`src/rtl/switch_pkg.sv`:
```
// switch_pkg: shared sizes and packet type for the four-port switch
package switch_pkg;
  localparam int NUM_PORTS = 4;
  localparam int DATA_W = 8;
  localparam int ADDR_W = 4;
  localparam int FIFO_DEPTH = 4;
  localparam int PW = $clog2(NUM_PORTS);
  typedef struct packed {
    logic [ADDR_W-1:0] source;
    logic [ADDR_W-1:0] target;
    logic [DATA_W-1:0] data;
    logic [ADDR_W-1:0] rem;
  } pkt_t;
endpackage

```
`src/rtl/switch_if.sv`:
```
// switch_if: one switch port, input packet side plus delivered packet side
//   master: agent driving valid/source/target/data_in, observing the outputs
//   slave:  switch receiving the inputs, driving ready/valid/source/target/data_out
interface switch_if;
  import switch_pkg::*;
  logic valid_in;
  logic [ADDR_W-1:0] source_in;
  logic [ADDR_W-1:0] target_in;
  logic [DATA_W-1:0] data_in;
  logic ready_out;
  logic valid_out;
  logic [ADDR_W-1:0] source_out;
  logic [ADDR_W-1:0] target_out;
  logic [DATA_W-1:0] data_out;
  modport master (
    output valid_in, source_in, target_in, data_in,
    input ready_out, valid_out, source_out, target_out, data_out
  );
  modport slave (
    input valid_in, source_in, target_in, data_in,
    output ready_out, valid_out, source_out, target_out, data_out
  );
endinterface

```
`src/rtl/switch_in_fifo.sv`:
```
// switch_in_fifo: per-input packet FIFO whose head tracks a remaining delivery mask
//   wr_en/wr_pkt: packet to store (dropped when full unless the head pops this edge)
//   clr: outputs granted this cycle; cleared from the head mask, head pops when mask empties
//   head/empty: current head packet and occupancy flag
module switch_in_fifo import switch_pkg::*; #(
  parameter int DEPTH = FIFO_DEPTH
) (
  input  logic clk,
  input  logic rst,
  input  logic wr_en,
  input  pkt_t wr_pkt,
  input  logic [NUM_PORTS-1:0] clr,
  output pkt_t head,
  output logic empty
);
  localparam int AW = $clog2(DEPTH);
  pkt_t mem [DEPTH];
  logic [AW-1:0] rd, wr;
  logic [AW:0] cnt;
  logic [ADDR_W-1:0] rem_next;
  logic pop, push;
  assign empty = cnt == '0;
  assign head = mem[rd];
  assign rem_next = head.rem & ~clr;
  assign pop = !empty && rem_next == '0;
  assign push = wr_en && (cnt != (AW+1)'(DEPTH) || pop);
  always_ff @(posedge clk) begin
    if (rst) begin
      rd <= '0;
      wr <= '0;
      cnt <= '0;
    end else begin
      if (push) begin
        mem[wr] <= wr_pkt;
        wr <= wr + 1'b1;
      end
      if (pop) rd <= rd + 1'b1;
      else if (!empty) mem[rd].rem <= rem_next;
      cnt <= cnt + (AW+1)'(push) - (AW+1)'(pop);
    end
  end
endmodule

```
`src/rtl/switch_four_port.sv`:
```
// switch_four_port: four-port multicast packet switch with per-output round-robin arbitration
//   clk/rst: single clock, synchronous active-high reset
//   port0..port3: switch_if slave ports; packets in, delivered packets out (ready always 1)
module switch_four_port import switch_pkg::*; (
  input logic clk,
  input logic rst,
  switch_if.slave port0,
  switch_if.slave port1,
  switch_if.slave port2,
  switch_if.slave port3
);
  pkt_t in_pkt [NUM_PORTS];
  pkt_t head [NUM_PORTS];
  logic [NUM_PORTS-1:0] in_v, empty, gnt, vout;
  logic [NUM_PORTS-1:0] clr [NUM_PORTS];
  logic [PW-1:0] win [NUM_PORTS];
  logic [PW-1:0] ptr [NUM_PORTS];
  logic [PW-1:0] idx;
  logic [ADDR_W-1:0] out_src [NUM_PORTS];
  logic [ADDR_W-1:0] out_tgt [NUM_PORTS];
  logic [DATA_W-1:0] out_dat [NUM_PORTS];
  assign in_v = {port3.valid_in, port2.valid_in, port1.valid_in, port0.valid_in};
  assign in_pkt[0] = '{source: port0.source_in, target: port0.target_in, data: port0.data_in, rem: port0.target_in};
  assign in_pkt[1] = '{source: port1.source_in, target: port1.target_in, data: port1.data_in, rem: port1.target_in};
  assign in_pkt[2] = '{source: port2.source_in, target: port2.target_in, data: port2.data_in, rem: port2.target_in};
  assign in_pkt[3] = '{source: port3.source_in, target: port3.target_in, data: port3.data_in, rem: port3.target_in};
  for (genvar j = 0; j < NUM_PORTS; j++) begin : g_fifo
    switch_in_fifo u_fifo (
      .clk(clk),
      .rst(rst),
      .wr_en(in_v[j] && in_pkt[j].target != '0),
      .wr_pkt(in_pkt[j]),
      .clr(clr[j]),
      .head(head[j]),
      .empty(empty[j])
    );
  end
  // Descending scan so the candidate closest to ptr overrides farther ones.
  always_comb begin
    idx = '0;
    for (int i = 0; i < NUM_PORTS; i++) begin
      gnt[i] = 1'b0;
      win[i] = '0;
      for (int k = NUM_PORTS - 1; k >= 0; k--) begin
        idx = ptr[i] + PW'(k);
        if (!empty[idx] && head[idx].rem[i]) begin
          gnt[i] = 1'b1;
          win[i] = idx;
        end
      end
    end
    for (int j = 0; j < NUM_PORTS; j++) begin
      clr[j] = '0;
      for (int i = 0; i < NUM_PORTS; i++) clr[j][i] = gnt[i] && win[i] == PW'(j);
    end
  end
  always_ff @(posedge clk) begin
    if (rst) begin
      for (int i = 0; i < NUM_PORTS; i++) begin
        vout[i] <= 1'b0;
        out_src[i] <= '0;
        out_tgt[i] <= '0;
        out_dat[i] <= '0;
        ptr[i] <= '0;
      end
    end else begin
      for (int i = 0; i < NUM_PORTS; i++) begin
        vout[i] <= gnt[i];
        if (gnt[i]) begin
          out_src[i] <= head[win[i]].source;
          out_tgt[i] <= head[win[i]].target;
          out_dat[i] <= head[win[i]].data;
          ptr[i] <= win[i] + 1'b1;
        end
      end
    end
  end
  assign port0.ready_out = 1'b1;
  assign port1.ready_out = 1'b1;
  assign port2.ready_out = 1'b1;
  assign port3.ready_out = 1'b1;
  assign port0.valid_out = vout[0];
  assign port1.valid_out = vout[1];
  assign port2.valid_out = vout[2];
  assign port3.valid_out = vout[3];
  assign port0.source_out = out_src[0];
  assign port1.source_out = out_src[1];
  assign port2.source_out = out_src[2];
  assign port3.source_out = out_src[3];
  assign port0.target_out = out_tgt[0];
  assign port1.target_out = out_tgt[1];
  assign port2.target_out = out_tgt[2];
  assign port3.target_out = out_tgt[3];
  assign port0.data_out = out_dat[0];
  assign port1.data_out = out_dat[1];
  assign port2.data_out = out_dat[2];
  assign port3.data_out = out_dat[3];
endmodule

```
`src/flat_wrapper.sv`:
```
// flat-port wrapper written by rule: the top's interface ports become plain ports
module switch_four_port_flat import switch_pkg::*;
  (clk, rst, port0_valid_in, port0_source_in, port0_target_in, port0_data_in, port0_ready_out, port0_valid_out, port0_source_out, port0_target_out, port0_data_out, port1_valid_in, port1_source_in, port1_target_in, port1_data_in, port1_ready_out, port1_valid_out, port1_source_out, port1_target_out, port1_data_out, port2_valid_in, port2_source_in, port2_target_in, port2_data_in, port2_ready_out, port2_valid_out, port2_source_out, port2_target_out, port2_data_out, port3_valid_in, port3_source_in, port3_target_in, port3_data_in, port3_ready_out, port3_valid_out, port3_source_out, port3_target_out, port3_data_out);
  switch_if port0_i ();
  switch_if port1_i ();
  switch_if port2_i ();
  switch_if port3_i ();
  input logic clk;
  input logic rst;
  input wire logic [$bits(port0_i.valid_in)-1:0] port0_valid_in;
  input wire logic [$bits(port0_i.source_in)-1:0] port0_source_in;
  input wire logic [$bits(port0_i.target_in)-1:0] port0_target_in;
  input wire logic [$bits(port0_i.data_in)-1:0] port0_data_in;
  output wire logic [$bits(port0_i.ready_out)-1:0] port0_ready_out;
  output wire logic [$bits(port0_i.valid_out)-1:0] port0_valid_out;
  output wire logic [$bits(port0_i.source_out)-1:0] port0_source_out;
  output wire logic [$bits(port0_i.target_out)-1:0] port0_target_out;
  output wire logic [$bits(port0_i.data_out)-1:0] port0_data_out;
  input wire logic [$bits(port1_i.valid_in)-1:0] port1_valid_in;
  input wire logic [$bits(port1_i.source_in)-1:0] port1_source_in;
  input wire logic [$bits(port1_i.target_in)-1:0] port1_target_in;
  input wire logic [$bits(port1_i.data_in)-1:0] port1_data_in;
  output wire logic [$bits(port1_i.ready_out)-1:0] port1_ready_out;
  output wire logic [$bits(port1_i.valid_out)-1:0] port1_valid_out;
  output wire logic [$bits(port1_i.source_out)-1:0] port1_source_out;
  output wire logic [$bits(port1_i.target_out)-1:0] port1_target_out;
  output wire logic [$bits(port1_i.data_out)-1:0] port1_data_out;
  input wire logic [$bits(port2_i.valid_in)-1:0] port2_valid_in;
  input wire logic [$bits(port2_i.source_in)-1:0] port2_source_in;
  input wire logic [$bits(port2_i.target_in)-1:0] port2_target_in;
  input wire logic [$bits(port2_i.data_in)-1:0] port2_data_in;
  output wire logic [$bits(port2_i.ready_out)-1:0] port2_ready_out;
  output wire logic [$bits(port2_i.valid_out)-1:0] port2_valid_out;
  output wire logic [$bits(port2_i.source_out)-1:0] port2_source_out;
  output wire logic [$bits(port2_i.target_out)-1:0] port2_target_out;
  output wire logic [$bits(port2_i.data_out)-1:0] port2_data_out;
  input wire logic [$bits(port3_i.valid_in)-1:0] port3_valid_in;
  input wire logic [$bits(port3_i.source_in)-1:0] port3_source_in;
  input wire logic [$bits(port3_i.target_in)-1:0] port3_target_in;
  input wire logic [$bits(port3_i.data_in)-1:0] port3_data_in;
  output wire logic [$bits(port3_i.ready_out)-1:0] port3_ready_out;
  output wire logic [$bits(port3_i.valid_out)-1:0] port3_valid_out;
  output wire logic [$bits(port3_i.source_out)-1:0] port3_source_out;
  output wire logic [$bits(port3_i.target_out)-1:0] port3_target_out;
  output wire logic [$bits(port3_i.data_out)-1:0] port3_data_out;
  assign port0_i.valid_in = port0_valid_in;
  assign port0_i.source_in = port0_source_in;
  assign port0_i.target_in = port0_target_in;
  assign port0_i.data_in = port0_data_in;
  assign port0_ready_out = port0_i.ready_out;
  assign port0_valid_out = port0_i.valid_out;
  assign port0_source_out = port0_i.source_out;
  assign port0_target_out = port0_i.target_out;
  assign port0_data_out = port0_i.data_out;
  assign port1_i.valid_in = port1_valid_in;
  assign port1_i.source_in = port1_source_in;
  assign port1_i.target_in = port1_target_in;
  assign port1_i.data_in = port1_data_in;
  assign port1_ready_out = port1_i.ready_out;
  assign port1_valid_out = port1_i.valid_out;
  assign port1_source_out = port1_i.source_out;
  assign port1_target_out = port1_i.target_out;
  assign port1_data_out = port1_i.data_out;
  assign port2_i.valid_in = port2_valid_in;
  assign port2_i.source_in = port2_source_in;
  assign port2_i.target_in = port2_target_in;
  assign port2_i.data_in = port2_data_in;
  assign port2_ready_out = port2_i.ready_out;
  assign port2_valid_out = port2_i.valid_out;
  assign port2_source_out = port2_i.source_out;
  assign port2_target_out = port2_i.target_out;
  assign port2_data_out = port2_i.data_out;
  assign port3_i.valid_in = port3_valid_in;
  assign port3_i.source_in = port3_source_in;
  assign port3_i.target_in = port3_target_in;
  assign port3_i.data_in = port3_data_in;
  assign port3_ready_out = port3_i.ready_out;
  assign port3_valid_out = port3_i.valid_out;
  assign port3_source_out = port3_i.source_out;
  assign port3_target_out = port3_i.target_out;
  assign port3_data_out = port3_i.data_out;
  switch_four_port u_core (.clk(clk), .rst(rst), .port0(port0_i), .port1(port1_i), .port2(port2_i), .port3(port3_i));
endmodule
```
`config.mk`:
```
export PLATFORM = sky130hd
export DESIGN_NAME = switch_four_port_flat
export DESIGN_NICKNAME = d
export VERILOG_FILES = /design/src/rtl/switch_pkg.sv /design/src/rtl/switch_if.sv /design/src/rtl/switch_in_fifo.sv /design/src/rtl/switch_four_port.sv /design/src/flat_wrapper.sv
export SDC_FILE = /design/constraint.sdc
export NUM_CORES = 1
export LEC_CHECK = 0
export ABC_AREA = 0
export BUFFER_PORTS_ARGS = -buffer_cell sky130_fd_sc_hd__buf_2
export CORE_ASPECT_RATIO = 0.8
export CORE_MARGIN = 4
export CORE_UTILIZATION = 35
export DETAILED_ROUTE_END_ITERATION = 6
export PLACE_DENSITY_LB_ADDON = 0.25
export SETUP_SLACK_MARGIN = 0.15
export SKIP_LAST_GASP = 1
export SYNTH_ARGS = -nofsm -noshare
export SYNTH_HDL_FRONTEND = slang
export SYNTH_SLANG_ARGS = --single-unit
```
`constraint.sdc`:
```
create_clock -name clk -period 4.6 [get_ports clk]
set_input_delay 0.46 -clock clk [delete_from_list [all_inputs] [get_ports clk]]
set_output_delay 0.46 -clock clk [all_outputs]
set_load 0.05 [all_outputs]
```
# Word level (Yosys, flattened, before mapping)
# Memory sizes are Yosys's and may differ from the RTL's. A register that Yosys moved wholly into a read port is not among the register bits.
# Index checks and enable logic that the tools add are counted.
# Widths: inputs -> output; s select.
# word_totals
ramBits,392
n_memories,8
register_bits,32
# op_classes
n_lt_le_gt_ge,36
addsub,32
bitwise_logic,44
n_mux,190
n_reduce_logical,84
n_eq_ne,16
# memory_table
memory,words,width,read_ports,rd_ports_with_merged_regs,wr,line_no,source
u_core.g_fifo[0].u_fifo.mem,4,20,1,1,2,switch_in_fifo.sv:17,pkt_t mem [DEPTH];
u_core.g_fifo[1].u_fifo.mem,4,20,1,1,2,switch_in_fifo.sv:17,
u_core.g_fifo[2].u_fifo.mem,4,20,1,1,2,switch_in_fifo.sv:17,
u_core.g_fifo[3].u_fifo.mem,4,20,1,1,2,switch_in_fifo.sv:17,
u_core.out_dat,4,8,4,0,4,switch_four_port.sv:21,logic [DATA_W-1:0] out_dat [NUM_PORTS];
u_core.out_src,4,4,4,0,4,switch_four_port.sv:19,logic [ADDR_W-1:0] out_src [NUM_PORTS];
+2 memories,--,--,--,--,--,--,
# ops
operator,n
$bmux 20 s2,20
$mux 20,8
$mux 1,82
$mux 2,36
$mux 4,16
$ge 3x3->1 const B,20
$not 2->3,20
$lt 2x3->1 const B,16
$logic_and 1x1->1,44
$add 2x1->2 const B,16
$bmux 1 s2,16
$mux 8,4
$mux 3,8
$logic_not 1->1,20
$add 2x2->2 const B,8
$and 4x4->4,4
$eq 2x2->1 const B,8
$logic_not 4->1,4
$not 4->4,4
$or 1x1->1,16
$reduce_bool 4->1,4
$add 3x1->3,4
$logic_not 3->1,4
$ne 3x3->1 const B,4
4 further kinds,16

# Depth between registers and ports, before layout
# Gate-level depths: netlist of run 1.
# An unclocked memory read counts as a cell.
# depth
word_depth,22
mapped_depth,17

# By module
# A second synthesis of run 1 with hierarchy kept.
# unflattened
cells_unflattened,1382
area_unflattened_um2,20143.1
# by_module_without_submodules
mod,area_each_um2,cells_each,instances,seq_area_each_um2
switch_four_port,5218.8,507,1,2242.2
switch_in_fifo (u_core.g_fifo[1].u_fifo),3741.1,218,1,2582.5
switch_in_fifo (u_core.g_fifo[0].u_fifo),3731.1,221,1,2582.5
switch_in_fifo (u_core.g_fifo[2].u_fifo),3728.6,218,1,2582.5
switch_in_fifo (u_core.g_fifo[3].u_fifo),3723.6,218,1,2582.5

# Worst setup path after synthesis of run 1
# OpenSTA, ideal clock, no wires.
# synth_path
path_kind,reg-to-reg
startpoint,register (tool-made name)
endpoint,register u_core.g_fifo[0].u_fifo.cnt[2]
stages_incl_launch_ff,17
synth_period_minus_slack_ns,3.826
path_slack_ns,0.774
setup_time_ns,0.128
arrival_time_ns,3.698
cell_sequence,dfxtp_1 -> buf_6 -> mux4_2 -> a32o_1 -> a21o_1 -> a31o_4 -> o41a_1 -> or2_1 -> buf_2 -> ha_1 -> inv_1 -> ha_1 -> inv_1 -> fa_1 -> xor2_1 -> xnor2_1 -> nor2_1
# synth_lines
element,line_no,source
to (signal assigned),switch_in_fifo.sv:39,cnt <= cnt + (AW+1)'(push) - (AW+1)'(pop);
to (decl),switch_in_fifo.sv:19,logic [AW:0] cnt;

# Worst setup path in the final report of run 1
# layout_path
startpoint,register u_core.g_fifo[0].u_fifo.cnt[1]
endpoint,register u_core.g_fifo[2].u_fifo.cnt[2]
# layout_between
elab_chain_cells,19
# layout_lines
element,line_no,source
$logic_not 3->1 (*),switch_in_fifo.sv:22,assign empty = cnt == '0;
$bmux 1 s2,switch_four_port.sv:46,if (!empty[idx] && head[idx].rem[i]) begin
$mux 1 (not written as such),switch_four_port.sv:46,
$logic_not 1->1,switch_four_port.sv:46,
$logic_and 1x1->1,switch_four_port.sv:46,
$mux 2 (4 in series),switch_four_port.sv:46,
$eq 2x2->1,switch_four_port.sv:54,for (int i = 0; i < NUM_PORTS; i++) clr[j][i] = gnt[i] && win[i] == PW'(j);
$logic_and 1x1->1,switch_four_port.sv:54,
$not 4->4 (*),switch_in_fifo.sv:24,assign rem_next = head.rem & ~clr;
$and 4x4->4 (*),switch_in_fifo.sv:24,
$logic_not 4->1 (*),switch_in_fifo.sv:25,assign pop = !empty && rem_next == '0;
$logic_and 1x1->1 (*),switch_in_fifo.sv:25,
$logic_or 1x1->1,switch_in_fifo.sv:26,assign push = wr_en && (cnt != (AW+1)'(DEPTH) || pop);
$logic_and 1x1->1,switch_in_fifo.sv:26,
$add 3x1->3,switch_in_fifo.sv:39,
$sub 3x1->3 (*),switch_in_fifo.sv:39,
to (signal assigned),switch_in_fifo.sv:39,
to (decl),switch_in_fifo.sv:19,
# Mark *: on every way between the ends. The rest lies on a longest branch, timed or not. The select of a mux whose other input is x is not followed.
# A chain may end at the register's enable or synchronous reset.

==> impl_results.md, run 1 <==
* Cells after DPL at between 2000 and 2500
* FILL cells at between 5000 and 6000
* Total GRT Usage at about 17%
* FF+latch count, synth at roughly 430
* Final Cycle Share at 91.8%
* Relative slew margins at about an eighth
* Commonest non-fill, non-tap cell in the layout: edfxtp_1
* CTS Buffer Depth at 3
* Area of the multi-input gates at between 7000 and 8000 um^2
* Initial DRC Count at around 1400
* Hold Buf Count CTS at 0
* Crit. End Element: register
* CP Launch Type: register
* Most frequent cells in the layout: edfxtp_1, buf_2, nand2_1
* Wire per inst at approximately 23 um
* Final instance area at 23200 um^2
* Slew Limit Fails at 0
* Largest net degree at the start of global routing at 34
* Outcome: finished, violations left
* VDD IR-drop max at between 0.5 and 0.6 mV
* Critical Path Fanout Max at 24
* Fin cells at roughly 2300
* Critical Path RT at ~5 ns
* Mean Syn Cell Area at between 10 and 15 um^2
* Vias in the first global route at between 10000 and 15000
* I/O pin count at between 100 and 150
* Violated checks: DRC
* Crit-path slowest cell: or3_1
* Root Buffer: clkbuf_16
* Clock-pin slew on the worst setup and hold paths at 0.06 ns
* Power Density at about 750 nW/um^2
* Gr ovfl total at 0
* Setup TNS at 0 ns
* Initial antenna violation count at 1
* CP cell instances: or3_1 > a22oi_1 > o211ai_1 > o311a_1 > o41a_1 > or2_1 > ha_1 > inv_1 > ha_1 > inv_1 > fa_1 > xor2_1 > xnor2_1 > nor2_1
* Clock sinks at about 430
* Post-route DRC violation count at 13
* Total routed wirelength at about 54000 um
* Fraction of registers with async set/reset at 0%
* Most used DFF post-synth: edfxtp_1
* Fin. Hold Viols at 0
* Layout area overhead at 15.6%
* Syn. warnings at 0
* Crit path arrival time at about 4.7 ns
* WP buf/inv at 2
* # rows at 78
* Post-synth EDFFs at roughly 390
* PortBufs at about 140
* Fin Hold WS at approximately 0.084 ns
* RePlAce Congestion at ~0.87
* Distinct cells, synth at 77
* Mapped Area at 20100 um^2
* Tmin final at 4.22 ns
* Post-CTS setup buffers at 0
* Worst-skew pair later-pin latency at ~0.60 ns
* Vias per cell at ~5.5
* Worst-Margin Slew at about 1.3 ns
* Remaining antenna violation count at 0
* Number of CTS-inserted buffers at 45
* Detail Placement HPWL at about 40000 um
* Initial core utilization at 35.4%
* Die area at a little over 60000 um^2
* CTS tree: yes
* Pre-antenna DRT Iters at 7
* Clk_skew at around 0.045 ns
* FF/Latch Area at 12600 um^2
* H-tree Lvls at 2
* Fmax at ~240 MHz
* Die width at ~280 um
* Kind of critical path: register to register
* Layout Nets at ~1600
* Seq/Total Area, Yosys at 62.6%
* Syn Inst Count at approximately 1400
* Hold Crit Class: input pin to register
* Placed instance area at between 20000 and 25000 um^2
* Core box area at between 50000 and 60000 um^2
* Die Y-Extent at around 220 um
* Vias post-DR at about 13000
* Leakage at 8.30 nW
* Final setup viols at 0
* First-pass GRT wire length at 80400 um
* Share of layout cells above drive strength 1 at around 26%
* RSZ-0062 raised after global routing: no
* Max Cap Viol at 0
* Largest delay share family, worst path: compound AO/OA/AOI/OAI gates
* Crit path largest cell delay at approximately 0.74 ns
==> cell usage after synthesis (3+ instances only) <==
cell type | number | area (um^2)
o21ai_2 | 8 | 70.1
a222oi_1 | 33 | 330
edfxtp_1 | 392 | 11800
o2bb2ai_1 | 4 | 35.0
o211ai_1 | 9 | 67.6
buf_6 | 5 | 56.3
nand3_1 | 28 | 140
mux4_2 | 78 | 1760
mux2i_1 | 35 | 350
o22ai_1 | 32 | 200
o21ai_1 | 8 | 40.0
nand2b_1 | 17 | 106
nand2_1 | 109 | 409
or2_2 | 4 | 25.0
o311a_1 | 3 | 30.0
ha_1 | 40 | 500
xnor2_1 | 9 | 78.8
a211oi_1 | 34 | 255
dfxtp_1 | 40 | 801
a22oi_1 | 7 | 52.6
nor2b_1 | 18 | 113
a32oi_1 | 3 | 26.3
and2_1 | 17 | 106
or3_1 | 7 | 43.8
a32o_2 | 8 | 90.1
o21a_1 | 4 | 30.0
inv_1 | 56 | 210
fa_1 | 4 | 80.1
buf_4 | 5 | 37.5
o21bai_1 | 3 | 22.5
a22o_1 | 3 | 26.3
a31oi_1 | 3 | 18.8
nor3_1 | 10 | 50.1
mux2_2 | 32 | 360
o21ai_0 | 13 | 65.1
buf_1 | 3 | 11.3
nor2_1 | 77 | 289
buf_2 | 11 | 55.1
o41ai_1 | 4 | 35.0
a21oi_1 | 57 | 285
o31ai_1 | 6 | 45.0
a32o_1 | 29 | 290
clkbuf_1 | 47 | 176
==> what timing repair did <==
action                                 4_1_cts  5_1_grt
gates resized for setup                      0        1
endpoints found under the hold margin        0        0
setup endpoints to repair                    0        1
==> registers in the layout, summed over array words and instances, names as in the netlist, named ones only <==
register	count
u_core.g_fifo.u_fifo.mem	320
u_core.out_dat	32
u_core.out_src	16
u_core.out_tgt	16
u_core.g_fifo.u_fifo.cnt	12
u_core.g_fifo.u_fifo.rd	8
u_core.g_fifo.u_fifo.wr	8
u_core.ptr	8
u_core.vout	4
==> area by class of cell <==
class | instances | share of cell area (%)
Sequential cell | 432 | 54.1
Multi-Input combinational cell | 810 | 30.3
Clock buffer | 55 | 5.01
Timing Repair Buffer | 177 | 4.25
Tap cell | 760 | 4.09
Clock inverter | 28 | 1.26
Inverter | 56 | 0.905
Antenna cell | 2 | 0.0215
==> final timing paths <==
path,start,to,slack [ns],cells past startpoint
max,u_core.g_fifo[0].u_fifo.cnt[1]$_SDFF_PP0_,u_core.g_fifo[2].u_fifo.cnt[2]$_SDFF_PP0_,0.38,14
min,port3_data_in[2],u_core.g_fifo[3].u_fifo.mem[2][6]$_DFFE_PN_,0.08,1
max reg2reg,u_core.g_fifo[0].u_fifo.cnt[1]$_SDFF_PP0_,u_core.g_fifo[2].u_fifo.cnt[2]$_SDFF_PP0_,0.38,14
min reg2reg,u_core.g_fifo[1].u_fifo.wr[1]$_SDFFE_PP0P_,u_core.g_fifo[1].u_fifo.wr[1]$_SDFFE_PP0P_,0.51,2
==> cells by family after synthesis <==
| kind of cell | share of synthesized area, % |
|---|---|
| buffers and inverters | 2.72 |
| adder cells (fa/ha/maj) | 2.89 |
| AND/OR/NAND/NOR | 7.21 |
| other | 0.0187 |
| XOR/XNOR | 0.480 |
| flip-flops | 62.6 |
| AO/OA/AOI/OAI | 11.5 |
| multiplexers | 12.6 |
==> where the power goes <==
part,switching (mW),internal (mW)
registers,0.404,5.23
logic,5.44,2.79
clock network,1.54,2.05
==> per-layer routing <==
metal  vias up  track usage, %  wire, um
li1       5808               -         -
met1      6452            25.6     24100
met2       475            26.8     25000
met3        65            3.13      3890
met4         0            3.75       877
met5         -               0         0
==> through the flow <==
stage | setup WS [ns] | utilization [%] | total power, mW
6_report | 0.379 | 41.0 | 17.5
3_3_place_gp | 0.497 | 38.4 | 13.8
4_1_cts | 0.405 | 41.0 | 17.5
5_1_grt | 0.154 | 41.0 | 18.5
3_5_place_dp | 0.375 | 38.4 | 13.9
2_1_floorplan | 0.774 | - | 11.6
==> worst reg2reg max path, stage by stage (launching register included) <==
cell	delay [ns]
dfxtp_1	0.36
or3_1	0.74
a22oi_1	0.51
o211ai_1	0.15
o311a_1	0.23
o41a_1	0.51
or2_1	0.36
ha_1	0.32
inv_1	0.06
ha_1	0.13
inv_1	0.05
fa_1	0.36
xor2_1	0.17
xnor2_1	0.13
nor2_1	0.05
Note: power is estimated with default switching activity, not from simulation.
==> run 2: changes to the inputs <==
--- a/config.mk
+++ b/config.mk
@@ -6,11 +6,11 @@
 export NUM_CORES = 1
 export LEC_CHECK = 0
 export ABC_AREA = 0
-export BUFFER_PORTS_ARGS = -buffer_cell sky130_fd_sc_hd__buf_2
 export CORE_ASPECT_RATIO = 0.8
 export CORE_MARGIN = 4
 export CORE_UTILIZATION = 35
 export DETAILED_ROUTE_END_ITERATION = 6
+export DONT_BUFFER_PORTS = 1
 export PLACE_DENSITY_LB_ADDON = 0.25
 export SETUP_SLACK_MARGIN = 0.15
 export SKIP_LAST_GASP = 1
==> constraint.sdc (replaced) <==
create_clock -name clk -period 5 [get_ports clk]
set_input_delay 0.5 -clock clk [delete_from_list [all_inputs] [get_ports clk]]
set_output_delay 0.5 -clock clk [all_outputs]
set_load 0.05 [all_outputs]
==> run 2 against run 1 <==
The run still ends with DRC left; global-route usage is 0.28 points higher; critical path type unchanged; clock skew shrank 0.018 ns; combinational power decreased by 20%; total power decreased by 8.6%; wire length increased by 1.5%; sequential cell count is the same; register-to-register slack improved by 0.39 ns; via count fell by 1.3%; sequential power up 7.1%.
==> impl_results.md, run 2 (same netlist as run 1, synthesis figures left out) <==
* Hold Crit Class: input pin to register
* Met2 WL at 25800 um (+3.2%)
* Fmax at 236 MHz (-0.19%)
* Largest Register: u_core.g_fifo.u_fifo.mem
* VDD IR-drop max at 0.365 mV (-30%)
* Wire per inst at 24.4 um (+5.1%)
* # rows at 78 (unchanged)
* Die area at 61300 um^2 (unchanged)
* Relative slew margins at 21.8% (+9.6 points)
* Fin cells at 2240 (-3.4%)
* Layout area overhead at 15.4%
* Pre-antenna DRT Iters at 7 (unchanged)
* Number of CTS-inserted buffers at 46 (+2.2%)
* Post-place setup slack at 0.769 ns (+0.394 ns)
* Max Cap Viol at 0 (unchanged)
* Clock sinks at 432 (unchanged)
* Vias post-DR at 12600 (-1.3%)
* Cells after DPL at 2090 (-6.5%)
* CTS Buffer Depth at 3 (unchanged)
* Clock-pin slew on the worst setup and hold paths at 0.06 ns (about the same)
* Final Cycle Share at 84.6% (-7.2 points)
* Share of layout cells above drive strength 1 at 17.7% (-8.0 points)
* I/O pin count at 142 (unchanged)
* Commonest non-fill, non-tap cell in the layout: edfxtp_1
* Max FFs per register at 320 (unchanged)
* Kind of critical path: register to register
* Critical Path Fanout Max at 24 (unchanged)
* Post_cts resized at 0 (unchanged)
* Remaining antenna violation count at 0 (unchanged)
* Clk_skew at 0.0270 ns (-0.0181 ns)
* Total GRT Usage at 17.6% (+0.28 points)
* Leakage at 7.98 nW (-3.8%)
* CP Launch Type: register
* Core box area at 56700 um^2 (unchanged)
* Final WS setup at 0.771 ns (+0.392 ns)
* Outcome: finished, violations left
* RSZ-0062 raised after global routing: no
* Fin. Hold Viols at 0 (unchanged)
* Initial core utilization at 35.4% (unchanged)
* Top Metal Used: met4
* Vias per cell at 5.64 (+2.2%)
* Worst-skew pair later-pin latency at 0.60 ns (about the same)
* Final setup viols at 0 (unchanged)
* Root Buffer: clkbuf_16
* Critical Path RT at 5.48 ns (+0.43 ns)
* Setup TNS at 0 ns (unchanged)
* Tmin final at 4.23 ns (+0.00801 ns)
* RePlAce Congestion at 0.896 (+3.5%)
* Slew Limit Fails at 0 (unchanged)
* Worst-Margin Slew at 1.16 ns (-0.151 ns)
* Most frequent cells in the layout: edfxtp_1, nand2_1, mux4_2
* H-tree Lvls at 2 (unchanged)
* Top Registers: u_core.g_fifo.u_fifo.mem x320, u_core.out_dat x32
* N_diodes at 0 (-2)
* PortBufs at 0 (-100%)
* Power Density at 688 nW/um^2 (-8.4%)
* Gr ovfl total at 0 (unchanged)
* Initial antenna violation count at 0 (-1)
* First-pass GRT wire length at 80500 um (+0.13%)
* Detail Placement HPWL at 38900 um (-1.2%)
* CTS tree: yes
* M1 WL at 23500 um (-2.8%)
* FILL cells at 5123 (-1.2%)
* Largest net degree at the start of global routing at 45 (+32%)
* Die Y-Extent at 222 um (unchanged)
* Die width at 276 um (unchanged)
* Crit. End Element: register
* Total routed wirelength at 54700 um (+1.5%)
* Met3 WL at 4520 um (+16%)
* Vias in the first global route at 12200 (-2.7%)
* Crit path arrival time at 4.71 ns (+0.03 ns)
* Post-route DRC violation count at 10 (-3)
* Layout Nets at 1558 (-4.8%)
* Initial DRC Count at 1463 (+7.9%)
* Violated checks: DRC
[run 2: cell count changes in the layout (fill, tap and decap cells not counted), moves of 2 or more]
cell / previous run / this run
clkinv_2: 7 / 9
dlygate4sd3_1: 0 / 65
clkinv_1: 9 / 3
bufinv_16: 4 / 2
diode_2: 2 / 0
clkinv_8: 2 / 0
buf_2: 137 / 0
buf_4: 40 / 32
clkbuf_8: 0 / 8
[run 2: cell type report]
| class | instances | area, um^2 | area share (%) |
|---|---|---|---|
| flip-flops and latches | 432 | 12600 | 54.2 |
| multi-input cells | 810 | 7040 | 30.4 |
| clock buffers | 65 | 1300 | 5.62 |
| well taps | 760 | 951 | 4.10 |
| repair buffers | 98 | 911 | 3.93 |
| inverters | 56 | 210 | 0.907 |
| clock inverters | 19 | 191 | 0.826 |
[run 2: per-layer routing]
layer | global-route usage (%) | vias up
met4 | 3.78 | 0
met3 | 4.07 | 68
met2 | 27.7 | 551
met1 | 25.0 | 6395
li1 | - | 5621
met5 | 0 | -
[run 2: final timing paths]
kind	slack, ns	cells after the start	start	to
min	0.06	1	rst	u_core.g_fifo[2].u_fifo.rd[1]$_SDFFE_PP0P_
min reg2reg	0.50	2	u_core.g_fifo[1].u_fifo.wr[1]$_SDFFE_PP0P_	u_core.g_fifo[1].u_fifo.wr[1]$_SDFFE_PP0P_
max reg2reg	0.77	14	u_core.g_fifo[0].u_fifo.cnt[1]$_SDFF_PP0_	u_core.g_fifo[2].u_fifo.cnt[2]$_SDFF_PP0_
max	0.77	14	u_core.g_fifo[0].u_fifo.cnt[1]$_SDFF_PP0_	u_core.g_fifo[2].u_fifo.cnt[2]$_SDFF_PP0_
[run 2: per-stage QoR]
stage	power, mW	area (um^2)	hold slack [ns]	util (%)
6_report	16.0	23200	0.0636	40.9
4_1_cts	16.0	23200	0.00715	40.9
3_5_place_dp	12.5	21000	0.496	37.1
5_1_grt	16.8	23200	0.0178	40.9
2_1_floorplan	10.6	20100	0.469	-
3_3_place_gp	12.5	21000	0.483	37.1
[run 2: report_power, final]
part | internal [mW] | switching [mW] | total (mW) | leakage, nW
clock network | 1.93 | 1.42 | 3.35 | 0.736
registers | 4.83 | 1.20 | 6.03 | 4.06
logic | 2.42 | 4.16 | 6.58 | 3.19
[run 2: what timing repair did]
action                    4_1_cts  5_1_grt
hold buffers                   66        0
hold endpoints to repair      284        0
buffers inserted                0        0
[run 2: worst max-delay path, stage by stage (launching register included)]
cell      delay [ns]
dfxtp_1         0.36
or3_1           0.73
a22oi_1         0.47
o211ai_1        0.15
o311a_1         0.28
o41a_1          0.52
or2_1           0.35
ha_1            0.31
inv_1           0.06
ha_1            0.13
inv_1           0.05
fa_1            0.37
xor2_1          0.17
xnor2_1         0.13
nor2_1          0.05
